$ cat src/rtl/uart_rx_cfg_if.sv
// Output-side handshake of the configurable UART receiver: one received word
// offered with data_valid, taken by the consumer with out_ready.
interface uart_rx_cfg_if #(
    parameter int DATA_WIDTH = 8
);
    logic                  data_valid;
    logic [DATA_WIDTH-1:0] P_DATA;
    logic                  out_ready;

    modport master (output data_valid, output P_DATA, input out_ready);
    modport slave  (input data_valid, input P_DATA, output out_ready);
endinterface

$ cat src/rtl/uart_rx_cfg.sv
// Oversampling UART receiver with runtime prescale, optional parity, one or two
// stop bits, a single-entry output register and one-cycle status pulses.
module uart_rx_cfg #(
    parameter int DATA_WIDTH     = 8,
    parameter int PRESCALE_WIDTH = 6
) (
    input  logic                      clk,
    input  logic                      rst,
    input  logic                      RX_IN,
    input  logic                      PAR_EN,
    input  logic                      PAR_TYP,
    input  logic                      STOP2,
    input  logic [PRESCALE_WIDTH-1:0] Prescale,
    uart_rx_cfg_if.master             out_if,
    output logic                      parity_error,
    output logic                      framing_error,
    output logic                      overrun,
    output logic                      break_det,
    output logic                      busy
);
    localparam int PW = PRESCALE_WIDTH;
    localparam int DW = DATA_WIDTH;
    localparam int BW = $clog2(DATA_WIDTH + 5);

    localparam logic [2:0] ST_IDLE   = 3'd0;
    localparam logic [2:0] ST_START  = 3'd1;
    localparam logic [2:0] ST_DATA   = 3'd2;
    localparam logic [2:0] ST_PARITY = 3'd3;
    localparam logic [2:0] ST_STOP1  = 3'd4;
    localparam logic [2:0] ST_STOP2  = 3'd5;

    logic [2:0]    state_reg, state_next;
    logic [PW-1:0] edge_cnt_reg, prescale_reg;
    logic [BW-1:0] bit_cnt_reg;
    logic          par_en_reg, par_typ_reg, stop2_reg;
    logic [2:0]    samp_reg;
    logic [DW-1:0] shift_reg;
    logic          par_bit_reg, par_flag_reg, frm_flag_reg, brk_flag_reg;
    logic          data_valid_reg;
    logic [DW-1:0] p_data_reg;
    logic          parity_error_reg, framing_error_reg, overrun_reg, break_det_reg;

    logic [PW-1:0] m_val, m_m1, m_p1, m_p2, prescale_clamped;
    logic          last_edge, third_samp, maj;
    logic          frame_end, frm_final, brk_now, brk_final, good_frame;
    logic [DW:0]   par_chain;

    assign prescale_clamped = (Prescale < PW'(4)) ? PW'(4) : Prescale;
    assign m_val     = prescale_reg >> 1;
    assign m_m1      = m_val - PW'(1);
    assign m_p1      = m_val + PW'(1);
    assign m_p2      = m_val + PW'(2);
    assign last_edge = (edge_cnt_reg == prescale_reg - PW'(1));

    // At the minimum prescale the third sample lands on the last edge of the
    // bit, so it is taken straight from the line instead of from samp_reg.
    assign third_samp = (edge_cnt_reg == m_p1) ? RX_IN : samp_reg[2];
    assign maj = (samp_reg[0] & samp_reg[1]) | (samp_reg[0] & third_samp) |
                 (samp_reg[1] & third_samp);

    // Expected parity bit: XOR of all data bits seeded with the odd/even select.
    assign par_chain[0] = par_typ_reg;
    for (genvar gi = 0; gi < DW; gi++) begin : g_par
        assign par_chain[gi+1] = par_chain[gi] ^ shift_reg[gi];
    end

    assign brk_now    = (shift_reg == '0) && !(par_en_reg && par_bit_reg) && !maj;
    assign frame_end  = last_edge && (((state_reg == ST_STOP1) && !stop2_reg) ||
                                      (state_reg == ST_STOP2));
    assign frm_final  = (state_reg == ST_STOP2) ? (frm_flag_reg | ~maj) : ~maj;
    assign brk_final  = (state_reg == ST_STOP2) ? brk_flag_reg : brk_now;
    assign good_frame = !par_flag_reg && !frm_final;

    always_comb begin
        state_next = state_reg;
        case (state_reg)
            ST_IDLE:   if (!RX_IN) state_next = ST_START;
            ST_START: begin
                if ((edge_cnt_reg == m_p2 || last_edge) && maj) state_next = ST_IDLE;
                else if (last_edge)                             state_next = ST_DATA;
            end
            ST_DATA:   if (last_edge && bit_cnt_reg == BW'(DW - 1))
                           state_next = par_en_reg ? ST_PARITY : ST_STOP1;
            ST_PARITY: if (last_edge) state_next = ST_STOP1;
            ST_STOP1:  if (last_edge) state_next = stop2_reg ? ST_STOP2 : ST_IDLE;
            ST_STOP2:  if (last_edge) state_next = ST_IDLE;
            default:   state_next = ST_IDLE;
        endcase
    end

    always_ff @(posedge clk or negedge rst) begin
        if (!rst) begin
            state_reg    <= ST_IDLE;
            edge_cnt_reg <= '0;
            bit_cnt_reg  <= '0;
            prescale_reg <= PW'(4);
            par_en_reg   <= 1'b0;
            par_typ_reg  <= 1'b0;
            stop2_reg    <= 1'b0;
            samp_reg     <= 3'b111;
            shift_reg    <= '0;
            par_bit_reg  <= 1'b0;
            par_flag_reg <= 1'b0;
            frm_flag_reg <= 1'b0;
            brk_flag_reg <= 1'b0;
        end else begin
            state_reg <= state_next;
            if (state_reg == ST_IDLE) begin
                edge_cnt_reg <= '0;
                bit_cnt_reg  <= '0;
                if (!RX_IN) begin
                    prescale_reg <= prescale_clamped;
                    par_en_reg   <= PAR_EN;
                    par_typ_reg  <= PAR_TYP;
                    stop2_reg    <= STOP2;
                    par_flag_reg <= 1'b0;
                    frm_flag_reg <= 1'b0;
                    brk_flag_reg <= 1'b0;
                end
            end else begin
                edge_cnt_reg <= last_edge ? '0 : edge_cnt_reg + PW'(1);
                if (edge_cnt_reg == m_m1)  samp_reg[0] <= RX_IN;
                if (edge_cnt_reg == m_val) samp_reg[1] <= RX_IN;
                if (edge_cnt_reg == m_p1)  samp_reg[2] <= RX_IN;
                if (last_edge) begin
                    case (state_reg)
                        ST_DATA: begin
                            shift_reg   <= {maj, shift_reg[DW-1:1]};
                            bit_cnt_reg <= bit_cnt_reg + BW'(1);
                        end
                        ST_PARITY: begin
                            par_bit_reg  <= maj;
                            par_flag_reg <= (maj != par_chain[DW]);
                        end
                        ST_STOP1: begin
                            frm_flag_reg <= ~maj;
                            brk_flag_reg <= brk_now;
                        end
                        default: ;
                    endcase
                end
            end
        end
    end

    // Frame-end results are registered, so every pulse trails frame end by one cycle.
    always_ff @(posedge clk or negedge rst) begin
        if (!rst) begin
            data_valid_reg    <= 1'b0;
            p_data_reg        <= '0;
            parity_error_reg  <= 1'b0;
            framing_error_reg <= 1'b0;
            overrun_reg       <= 1'b0;
            break_det_reg     <= 1'b0;
        end else begin
            parity_error_reg  <= frame_end && par_flag_reg;
            framing_error_reg <= frame_end && frm_final;
            break_det_reg     <= frame_end && brk_final;
            overrun_reg       <= 1'b0;
            if (frame_end && good_frame) begin
                if (!data_valid_reg || out_if.out_ready) begin
                    p_data_reg     <= shift_reg;
                    data_valid_reg <= 1'b1;
                end else begin
                    overrun_reg <= 1'b1;
                end
            end else if (data_valid_reg && out_if.out_ready) begin
                data_valid_reg <= 1'b0;
            end
        end
    end

    assign out_if.data_valid = data_valid_reg;
    assign out_if.P_DATA     = p_data_reg;
    assign parity_error      = parity_error_reg;
    assign framing_error     = framing_error_reg;
    assign overrun           = overrun_reg;
    assign break_det         = break_det_reg;
    assign busy              = (state_reg != ST_IDLE);
endmodule

$ cat src/flat_wrapper.sv
// flat-port wrapper written by rule: the top's interface ports become plain ports
module uart_rx_cfg_flat 
#(
    parameter int DATA_WIDTH     = 8,
    parameter int PRESCALE_WIDTH = 6
)
  (clk, rst, RX_IN, PAR_EN, PAR_TYP, STOP2, Prescale, parity_error, framing_error, overrun, break_det, busy, out_if_data_valid, out_if_P_DATA, out_if_out_ready);
  uart_rx_cfg_if #(.DATA_WIDTH(DATA_WIDTH)) out_if_i ();
  input  logic clk;
  input  logic rst;
  input  logic RX_IN;
  input  logic PAR_EN;
  input  logic PAR_TYP;
  input  logic STOP2;
  input  logic [PRESCALE_WIDTH-1:0] Prescale;
  output logic parity_error;
  output logic framing_error;
  output logic overrun;
  output logic break_det;
  output logic busy;
  output wire logic [$bits(out_if_i.data_valid)-1:0] out_if_data_valid;
  output wire logic [$bits(out_if_i.P_DATA)-1:0] out_if_P_DATA;
  input wire logic [$bits(out_if_i.out_ready)-1:0] out_if_out_ready;
  assign out_if_data_valid = out_if_i.data_valid;
  assign out_if_P_DATA = out_if_i.P_DATA;
  assign out_if_i.out_ready = out_if_out_ready;
  uart_rx_cfg #(.DATA_WIDTH(DATA_WIDTH), .PRESCALE_WIDTH(PRESCALE_WIDTH)) u_core (.clk(clk), .rst(rst), .RX_IN(RX_IN), .PAR_EN(PAR_EN), .PAR_TYP(PAR_TYP), .STOP2(STOP2), .Prescale(Prescale), .out_if(out_if_i), .parity_error(parity_error), .framing_error(framing_error), .overrun(overrun), .break_det(break_det), .busy(busy));
endmodule
$ cat config.mk
export PLATFORM = sky130hd
export DESIGN_NAME = uart_rx_cfg_flat
export DESIGN_NICKNAME = d
export VERILOG_FILES = /design/src/rtl/uart_rx_cfg_if.sv /design/src/rtl/uart_rx_cfg.sv /design/src/flat_wrapper.sv
export SDC_FILE = /design/constraint.sdc
export NUM_CORES = 1
export LEC_CHECK = 0
export CAP_MARGIN = 0
export CORE_MARGIN = 2
export CORE_UTILIZATION = 58
export DETAILED_ROUTE_END_ITERATION = 7
export GPL_TIMING_DRIVEN = 0
export HOLD_SLACK_MARGIN = 0.08
export PLACE_DENSITY = 0.89
export SYNTH_ARGS = -nofsm -noshare
export SYNTH_HDL_FRONTEND = slang
export SYNTH_SLANG_ARGS = --single-unit
$ cat constraint.sdc
create_clock -name clk -period 3.5 [get_ports clk]
set_input_delay 1.05 -clock clk [delete_from_list [all_inputs] [get_ports clk]]
set_output_delay 1.05 -clock clk [all_outputs]
set_load 0.005 [all_outputs]
==> results.md <==
- Nets: 358
- Ports: 27
- Share of cells above drive strength 1: 0.151
- Ys async rst share: 1.00
- M2 GR Usage: 0.378
- FF/Latch Area: 1260 um^2
- Vias in the first global route: 2189
- Clock skew: 8.27 ps
- Total wire length after detailed routing: 6.60 mm
- Fill count: 383
- IO buf count: 26
- Commonest non-fill, non-tap cell in the layout: dfrtp_1
- Required time worst endpoint: 3700 ps
- Final core occ: 0.686
- H-Tree Depth: 2
- Mapped Nets: 325
- Mapped Area: 3000 um^2
- ANT nets after route: 0
- Min-Delay Path Depth: 1
- Most used DFF post-synth: dfrtp_1
- Final setup viols: 0
- Power Dens Cells: 794 nW/um^2
- Core ar.: 5040 um^2
- Pin count of the biggest net entering global routing: 37
- Clock Latency Late Sink: 310 ps
- Multi-input logic area: 1600 um^2
- Die ar.: 5760 um^2
- Gpl congestion: 0.904
- CP Class: reg -> reg
- RSZ-0062 raised after global routing: false
- Mux contribution to synthesized area: 0.0985
- Met3 Track Usage GR: 0.0529
- Post-Synth Adder-Cell Area: 0.0376
- Dpl ws: 21.3 ps
- Max Transition Viols Final: 0
- Hold Path Class: reg -> reg
- Largest family of logic cells by synthesized area: simple AND/OR/NAND/NOR gates
- Synth warn: 0
- First-pass GRT wire length: 10.7 mm
- Min-delay src: u_core.par_flag_reg
- Total congestion overflow: 0
- Seq/Total Area, Yosys: 0.419
- Inserted Diodes: 0
- Met1 usage: 0.356
- Most frequent cells in the layout: dfrtp_1 (46), nand2_1 (33), clkdlybuf4s50_1 (25)
- Cells after Synth: 303
- R2r setup slk: 170 ps
- Die height: 75.9 um
- P_leak: 1.54 nW
- Post-synth EDFFs: 0
- Maximum vdd ir drop: 0.000488 V
- Hold Vio Cnt, Final: 0
- Post-synthesis register bit count: 50
- CTS tree: done
- WHS Endpoint: u_core.overrun
- Reg2reg path depth: 10
- DP HPWL: 4.70 mm
- Crit-path max FO: 8
- Worst r2r dst: u_core.out_if.P_DATA[4]
- Die Wd: 75.9 um
- Row Count: 26
- Library cells used by synthesis: 49
- CTS Buf Count: 5
- Busiest layer in global routing: met2
- Setup ws final: 167 ps
- Worst Path Arrival: 3530 ps
- Setup bufs post-CTS: 0
- Layout area overhead: 15.4%
- Sink Count: 50
- Final worst path period need: 3330 ps
- GRT Total Usage: 0.249
- Setup TNS: 0 ps
- Critical Path Start Type: flip-flop
- Avg Inst Size Synth: 9.89 um^2
- Synth Area in Simple Gates: 0.177
- Clock Path Buffers: 2
- Number of remaining DRC errors: 0
- Post-DR wirelength/cell: 16.2 um
- Clock Pin Slew Worst Setup and Hold Paths: 100 ps
- # Max-Cap Violations: 0
- Starting Density: 0.595
- Vias per cell: 5.81
- Drt first pass iters: 5
- Critical R2R Launch: u_core.prescale_reg[1]
- Outcome: complete, no violations
- Synth Area in XOR/XNOR: 0.104
- Post-DP Area: 3360 um^2
- Complex-gate fraction of the synthesized area: 0.114
- Root buffer cell: clkbuf_8
- Max transition margin: 0.649
- Worst-margin pin slew: 522 ps
- Setup crit end kind: flip-flop
- Antenna violations before repair: 0
- Vias: 2363
- Finished layout cell area: 3460 um^2
- Crit share post-route: 0.952
- Max Clock Freq: 0.300 GHz
- Initial DRC Count: 259
routing by layer:
metal	wire [um]	vias up
li1	-	1115
met1	2930	1150
met2	3220	87
met3	352	11
met4	93	0
met5	0	-
power by group:
part	leakage, nW	total (mW)	internal (mW)	switching, mW
logic	0.838	1.51	0.665	0.845
clock network	0.0478	0.365	0.163	0.202
registers	0.654	0.873	0.732	0.141
cell usage after synthesis (2+ instances only):
| master | instances | area, um^2 |
|---|---|---|
| o21ai_0 | 17 | 85.1 |
| nor4_1 | 4 | 25.0 |
| nor2_1 | 24 | 90.1 |
| mux2i_1 | 4 | 40.0 |
| xor2_1 | 13 | 114 |
| o31ai_1 | 2 | 15.0 |
| clkbuf_1 | 6 | 22.5 |
| xor2_2 | 2 | 32.5 |
| and3_1 | 2 | 12.5 |
| a21o_1 | 3 | 22.5 |
| mux2_4 | 8 | 120 |
| a221oi_1 | 2 | 17.5 |
| nor3_1 | 4 | 20.0 |
| buf_4 | 3 | 22.5 |
| xnor2_1 | 19 | 166 |
| nand3_1 | 14 | 70.1 |
| o211ai_1 | 2 | 15.0 |
| nand2b_1 | 7 | 43.8 |
| nand4_1 | 5 | 31.3 |
| dfrtp_1 | 46 | 1150 |
| dfstp_2 | 4 | 105 |
| buf_2 | 4 | 20.0 |
| buf_6 | 4 | 45.0 |
| inv_1 | 10 | 37.5 |
| or4_1 | 2 | 15.0 |
| nor2b_1 | 6 | 37.5 |
| nor3b_1 | 2 | 15.0 |
| mux2_2 | 12 | 135 |
| and2_1 | 3 | 18.8 |
| a21oi_1 | 10 | 50.1 |
| nand2_1 | 33 | 124 |
| ha_1 | 9 | 113 |
kinds of logic after synthesis:
| kind of cell | Yosys count |
|---|---|
| muxes | 24 |
| adders and majority gates | 9 |
| xor gates and xnor gates | 34 |
| DFF | 50 |
| AOI/OAI and AO/OA | 50 |
| buffers and inverters | 27 |
| and+or+nand+nor | 109 |
area by class of cell:
cell class                 count  area share
inverter                      10      0.0108
buffer                        16      0.0307
multi-input combinational    226       0.462
timing repair buffer          27      0.0795
sequential                    50       0.363
clock inverter                 2     0.00470
clock buffer                   6      0.0239
tap                           70      0.0253
stage by stage:
| step | total power [mW] | hold slack [ps] | instances |
|---|---|---|---|
| detailed placement | 2.36 | 494 | 400 |
| CTS | 2.73 | 513 | 407 |
| global placement | 2.29 | 486 | 399 |
| floorplan | 2.02 | 454 | 303 |
| global route | 2.94 | 542 | 407 |
| finish | 2.75 | 524 | 407 |
critical path, cell delays in order, from the launching register on:
cell and delay (ps):
dfrtp_1 480, inv_1 170, ha_1 310, nor3b_1 400
nand3_1 160, a221oi_2 400, and2_1 290, o211ai_2 190
and4b_1 340, buf_6 180, mux2_4 320
how the worst max path moves through the flow:
stage / from / cells past startpoint / endpoint / slack, ps
after floorplan: u_core.prescale_reg[2] / 11 / u_core.out_if.P_DATA[0] / 530
after global placement: rst / 1 / u_core.prescale_reg[0] / 20
after detailed placement: u_core.prescale_reg[2] / 11 / u_core.out_if.P_DATA[7] / 20
after CTS: u_core.state_reg[1] / 4 / busy / 20
after global routing: u_core.prescale_reg[1] / 10 / u_core.out_if.P_DATA[4] / 30
final: u_core.prescale_reg[1] / 10 / u_core.out_if.P_DATA[4] / 170
repair_timing:
action                                 CTS  global route
gates resized for setup                  0             1
hold buffers                             0             0
endpoints found under the hold margin    0             0
setup endpoints to repair                1             1
No activity file was read; power rests on OpenSTA's default activity.
